[config.mk]
export PLATFORM = sky130hd
export DESIGN_NAME = tick_phase_sequencer
export DESIGN_NICKNAME = d
export VERILOG_FILES = /design/src/rtl/tick_pkg.sv /design/src/rtl/tick_phase_sequencer_mod_counter.sv /design/src/rtl/tick_phase_sequencer.sv
export SDC_FILE = /design/constraint.sdc
export NUM_CORES = 1
export LEC_CHECK = 0
export CAP_MARGIN = 5
export CORE_AREA = 2 2 65 128
export DETAILED_ROUTE_END_ITERATION = 7
export DIE_AREA = 0 0 67 130
export GPL_TIMING_DRIVEN = 0
export PLACE_DENSITY = 0.66
export SYNTH_ARGS = -nofsm -noshare
export SYNTH_HDL_FRONTEND = slang
export SYNTH_SLANG_ARGS = --single-unit
[constraint.sdc]
create_clock -name INPUTCLOCK -period 2.1 [get_ports INPUTCLOCK]
set_clock_uncertainty 0.05 [all_clocks]
set_input_delay 0.525 -clock INPUTCLOCK [delete_from_list [all_inputs] [get_ports INPUTCLOCK]]
set_output_delay 0.525 -clock INPUTCLOCK [all_outputs]
set_load 0.01 [all_outputs]
[src/rtl/tick_pkg.sv]
// Shared constants for the tick/phase sequencer slice.
// Holds default widths and terminal counts for hardware and simulation builds,
// the phase-width helper, and the prescaler action decode type.
package tick_pkg;

  localparam int DIV_W_DEFAULT   = 25;
  localparam int DIV_DEFAULT_HW  = 6000000;
  localparam int DIV_DEFAULT_SIM = 3;
  localparam int PHASES_DEFAULT  = 5;
  localparam int COUNT_W_DEFAULT = 7;

  // Per-cycle prescaler action, already resolved by priority clear > load > enable.
  typedef enum logic [1:0] {
    PS_HOLD  = 2'd0,
    PS_RUN   = 2'd1,
    PS_LOAD  = 2'd2,
    PS_CLEAR = 2'd3
  } ps_act_e;

  // Bits needed to hold 0..phases-1; never narrower than one bit.
  function automatic int phase_width(input int phases);
    return (phases < 2) ? 1 : $clog2(phases);
  endfunction

endpackage

[src/rtl/tick_phase_sequencer_mod_counter.sv]
// mod_counter: synchronous modulo-MOD up-counter with clear and increment.
// tc is a combinational wrap strobe (inc while at MOD-1, not cleared) so a
// following counter can advance on the very same edge this one wraps.
module mod_counter #(
  parameter int MOD = 5,
  parameter int W   = 3
) (
  input  logic         INPUTCLOCK,
  input  logic         reset_n,
  input  logic         clr,
  input  logic         inc,
  output logic [W-1:0] value,
  output logic         tc
);

  logic [W-1:0] value_q;
  logic [W-1:0] value_d;
  logic         at_max;

  assign at_max = (value_q == W'(MOD - 1));

  // Next value: clear wins, then wrap-or-increment.
  always_comb begin
    value_d = value_q;
    if (clr) begin
      value_d = '0;
    end else if (inc) begin
      value_d = at_max ? '0 : value_q + W'(1);
    end
  end

  // Wrap strobe seen by the next stage in the chain.
  assign tc    = inc & at_max & ~clr;
  assign value = value_q;

  // Counter register.
  always_ff @(posedge INPUTCLOCK or negedge reset_n) begin
    if (!reset_n) begin
      value_q <= '0;
    end else begin
      value_q <= value_d;
    end
  end

endmodule

[src/rtl/tick_phase_sequencer.sv]
// tick_phase_sequencer: programmable tick divider driving a modulo-PHASES
// phase counter and a wrap-around frame counter, all on INPUTCLOCK.
// Optional feature macro: CLKOUT_TOGGLE_EN adds clkout, a square wave that
// toggles on every registered tick (forced low by clear/div_load).
module tick_phase_sequencer
  import tick_pkg::*;
#(
  parameter int DIV_W       = DIV_W_DEFAULT,
  parameter int DIV_DEFAULT = DIV_DEFAULT_HW,
  parameter int PHASES      = PHASES_DEFAULT,
  parameter int PHASE_W     = phase_width(PHASES),
  parameter int COUNT_W     = COUNT_W_DEFAULT
) (
  input  logic               INPUTCLOCK,
  input  logic               reset_n,
  input  logic               enable,
  input  logic               clear,
  input  logic               div_load,
  input  logic [DIV_W-1:0]   div_value,
  output logic               tick,
  output logic [PHASE_W-1:0] phase,
  output logic               should_load,
  output logic [COUNT_W-1:0] count,
  output logic               count_wrap
`ifdef CLKOUT_TOGGLE_EN
  ,
  output logic               clkout
`endif
);

  ps_act_e            act;
  logic [DIV_W-1:0]   div_q;
  logic [DIV_W-1:0]   div_d;
  logic [DIV_W-1:0]   presc_q;
  logic [DIV_W-1:0]   presc_d;
  logic               tick_q;
  logic               tick_d;
  logic               count_wrap_q;
  logic               count_wrap_d;
  logic               phase_inc;
  logic               phase_tc;
  logic               count_tc;
  logic [PHASE_W-1:0] phase_val;
  logic [COUNT_W-1:0] count_val;

  // Resolve the control inputs into one action for this cycle.
  always_comb begin
    if (clear) begin
      act = PS_CLEAR;
    end else if (div_load) begin
      act = PS_LOAD;
    end else if (enable) begin
      act = PS_RUN;
    end else begin
      act = PS_HOLD;
    end
  end

  // Prescaler and tick next-state; tick is only ever produced by a terminal count.
  always_comb begin
    div_d   = div_q;
    presc_d = presc_q;
    tick_d  = 1'b0;
    case (act)
      PS_CLEAR: begin
        presc_d = '0;
      end
      PS_LOAD: begin
        div_d   = div_value;
        presc_d = '0;
      end
      PS_RUN: begin
        if (presc_q == div_q) begin
          presc_d = '0;
          tick_d  = 1'b1;
        end else begin
          presc_d = presc_q + DIV_W'(1);
        end
      end
      default: begin
        presc_d = presc_q;
      end
    endcase
  end

  // A registered tick advances the phase even if enable has since dropped;
  // a div_load in that cycle holds phase/count so reprogramming never steps them.
  assign phase_inc    = tick_q & (act != PS_LOAD);
  assign count_wrap_d = count_tc;

  mod_counter #(
    .MOD (PHASES),
    .W   (PHASE_W)
  ) u_phase (
    .INPUTCLOCK (INPUTCLOCK),
    .reset_n    (reset_n),
    .clr        (clear),
    .inc        (phase_inc),
    .value      (phase_val),
    .tc         (phase_tc)
  );

  mod_counter #(
    .MOD (1 << COUNT_W),
    .W   (COUNT_W)
  ) u_count (
    .INPUTCLOCK (INPUTCLOCK),
    .reset_n    (reset_n),
    .clr        (clear),
    .inc        (phase_tc),
    .value      (count_val),
    .tc         (count_tc)
  );

  // Divider register, prescaler and registered pulse outputs.
  always_ff @(posedge INPUTCLOCK or negedge reset_n) begin
    if (!reset_n) begin
      div_q        <= DIV_W'(DIV_DEFAULT);
      presc_q      <= '0;
      tick_q       <= 1'b0;
      count_wrap_q <= 1'b0;
    end else begin
      div_q        <= div_d;
      presc_q      <= presc_d;
      tick_q       <= tick_d;
      count_wrap_q <= count_wrap_d;
    end
  end

  assign tick        = tick_q;
  assign phase       = phase_val;
  assign should_load = (phase_val == '0);
  assign count       = count_val;
  assign count_wrap  = count_wrap_q;

`ifdef CLKOUT_TOGGLE_EN
  logic clkout_q;
  logic clkout_d;

  // Square wave: flip on each registered tick, restart low on clear/reload.
  always_comb begin
    if ((act == PS_CLEAR) || (act == PS_LOAD)) begin
      clkout_d = 1'b0;
    end else begin
      clkout_d = clkout_q ^ tick_q;
    end
  end

  // Clock-out register.
  always_ff @(posedge INPUTCLOCK or negedge reset_n) begin
    if (!reset_n) begin
      clkout_q <= 1'b0;
    end else begin
      clkout_q <= clkout_d;
    end
  end

  assign clkout = clkout_q;
`endif

endmodule
==> metrics.txt <==
initial core utilization=42.1%; Crit Path Category=reg -> reg; Max Transition Viols Final=0; clk buf depth=2; via count=2635; CTS tree=yes; nets@finish=412; required time worst endpoint=2260 ps; period utilisation layout=105%; DRT iter0 DRCs=176; antenna violations before repair=0; Die Span Y=130 um; Layout area overhead=29.8%; share of cells above drive strength 1=26.4%; ant diodes=0; Slew headroom=between 50% and 60%; FF-to-FF path depth=7; worst hold path type=in -> async; Mapped Nets=around 360; synthesized flop and latch total=62; final setup margin=-114 ps; Worst-Skew Late Latency=330 ps; maximum vdd drop=0.000554 V; area post-placement=3850 um^2; Worst EP arrival=2370 ps; crit path launch type=register; Maximum Capacitance Violations=0; H-tree depth=3; Synth Cell Area=3290 um^2; via/cell ratio=5.51; die area=approximately 8700 um^2; P_leak=~1.8 nW; Num CTS Buffers=9; failing checks=negative setup slack; crit end category=register; post-route minimum period=about 2200 ps; Fin. Hold Viols=0; dpl ws=-608 ps; Primary FF master, synth=dfrtp_1; first-pass GRT wire length=12800 um; grt ovf=0; Yosys cell types=43; DR DRC count=0; DR WL/cell=16.5 um; largest net degree at the start of global routing=~40; hold_buf cts=0; register area share after synthesis=between 40% and 50%; Die Width=around 67 um; # port buffers=42; First-pass DRT Iterations=4; number of global-route vias before repair=2695; clock-pin slew on the worst setup and hold paths=around 50 ps; fin area=4270 um^2; Rows=46; All-Layer GR Usage=20.1%; Post-synth EDFFs=0; Fmax=0.452 GHz; Post-Route WL=7900 um; Num Clock Sinks=62; Ys Warns=0; Worst Tran Pin Value=approximately 620 ps; io pins=43; CP max FO=6; power per cell area=727 nW/um^2; async set-reset flop share out of synthesis=100%; Cells after Synth=321; RD Place Congestion=~0.84; Avg Cell Area, Syn=10.3 um^2; Final setup viols=19; RSZ-0062 raised after global routing=true; Detail Route Antenna Nets=0; status=finished with violations; area of the core=7830 um^2; detailed placement HPWL=5670 um; root buffer cell=clkbuf_16
[worst paths after layout]
check,from,end,slack (ps)
worst max-delay path,div_q[20]$_DFFE_PN1P_,presc_q[9]$_DFFE_PN0P_,-110
worst min-delay path,reset_n,presc_q[21]$_DFFE_PN0P_,120
worst max register to register,div_q[20]$_DFFE_PN1P_,presc_q[9]$_DFFE_PN0P_,-110
worst min register to register,div_q[2]$_DFFE_PN0P_,div_q[2]$_DFFE_PN0P_,480
max in group asynchronous,reset_n,div_q[15]$_DFFE_PN1P_,1220
min in group INPUTCLOCK,div_q[2]$_DFFE_PN0P_,div_q[2]$_DFFE_PN0P_,480
[routing by layer]
| metal | global-route usage, % | vias up | share of wire (%) | routed length [um] |
|---|---|---|---|---|
| met2 | 33.5 | 63 | 52 | 4130 |
| met1 | 23.7 | 1288 | 40 | 3170 |
| met5 | 0 | - | 0 | 0 |
| li1 | - | 1262 | - | - |
| met3 | 2.93 | 22 | 3.4 | 272 |
| met4 | 12.4 | 0 | 4.1 | 324 |
[critical path, stage by stage, from the launching register on]
cell     delay, ps
dfstp_2        550
xnor2_2        140
nand4_1        270
nor4_4         320
a21oi_2        160
buf_4          180
and3_4         160
a221o_1        250
[per-stage QoR]
| step | hold slack, ps | TNS (ps) | util [%] | cells | power [mW] |
|---|---|---|---|---|---|
| 2_1_floorplan | 179 | 0 | - | 321 | 1.53 |
| 3_3_place_gp | 467 | -107740 | 49.0 | 459 | 1.66 |
| 3_5_place_dp | 471 | -21160 | 49.2 | 460 | 1.68 |
| 4_1_cts | 132 | -325 | 54.6 | 483 | 3.15 |
| 5_1_grt | 177 | -2520 | 54.6 | 478 | 3.23 |
| 6_report | 124 | -869 | 54.6 | 478 | 3.11 |
[flip-flops by register name, summed over array words and instances (netlist names)]
signal	flops
u_count.value	7
div_q	25
presc_q	25
count_wrap	1
u_phase.value	3
tick	1
[synth_stat cells, drive strengths merged (3+ instances only)]
| cell | count | share of area, % |
|---|---|---|
| inv | 3 | 0.34 |
| a21oi | 13 | 2.1 |
| nor3 | 8 | 1.2 |
| dfrtp | 52 | 40 |
| dfstp | 10 | 8.0 |
| nand3b | 3 | 0.68 |
| nand3 | 23 | 3.9 |
| nor2 | 24 | 2.7 |
| nand2 | 28 | 3.3 |
| o21ai | 10 | 1.5 |
| mux2 | 26 | 8.9 |
| ha | 4 | 1.5 |
| nor2b | 3 | 0.57 |
| or3 | 3 | 0.72 |
| clkbuf | 13 | 1.6 |
| a22o | 4 | 1.1 |
| o21a | 4 | 0.91 |
| nand4 | 12 | 2.3 |
| a221o | 7 | 2.1 |
| and3 | 14 | 2.7 |
| xnor2 | 26 | 6.9 |
| buf | 8 | 1.4 |
| mux2i | 7 | 2.1 |
[layout by cell type, fill, tap and decap left out, drive strengths merged, types with 14 or more instances in the layout]
| cell | Yosys | routed |
|---|---|---|
| and3 | 14 | 14 |
| clkdlybuf4s50 | 0 | 40 |
| nand3 | 23 | 23 |
| xnor2 | 26 | 26 |
| dfrtp | 52 | 52 |
| nand2 | 28 | 28 |
| nor2 | 24 | 24 |
| buf | 8 | 17 |
| mux2 | 26 | 26 |
| clkbuf | 13 | 19 |
[power breakdown]
group	switching, mW	total [mW]	internal, mW	leakage [nW]
combinational	0.132	0.320	0.187	0.844
sequential	0.0611	1.36	1.29	0.792
clock	0.501	1.43	0.932	0.148
total	0.694	3.11	2.41	1.78
[cell type report]
class                      count  area [um^2]
multi-input combinational    235         1700
fill                         711         3550
clock inverter                 5         50.0
sequential                    62         1570
timing repair buffer          50          484
clock buffer                  10          239
tap                           96          120
buffer                        17         98.8
inverter                       3         11.3
[cell families after synthesis]
kind of cell / Yosys count / share of synthesized area [%]
adder cells (fa/ha/maj): 4 / 1.52
AO/OA/AOI/OAI: 44 / 9.12
buffers and inverters: 24 / 3.27
AND/OR/NAND/NOR: 126 / 20.1
flip-flops: 62 / 47.5
multiplexers: 33 / 11.0
XOR/XNOR: 28 / 7.45
[what timing repair did]
action / CTS / global route
setup endpoints to repair: 50 / 41
resized for setup: 20 / 11
setup buffers: 8 / 1
pin swaps: 3 / 5
cloned: 1 / 0
Note: power is estimated with default switching activity, not from simulation.
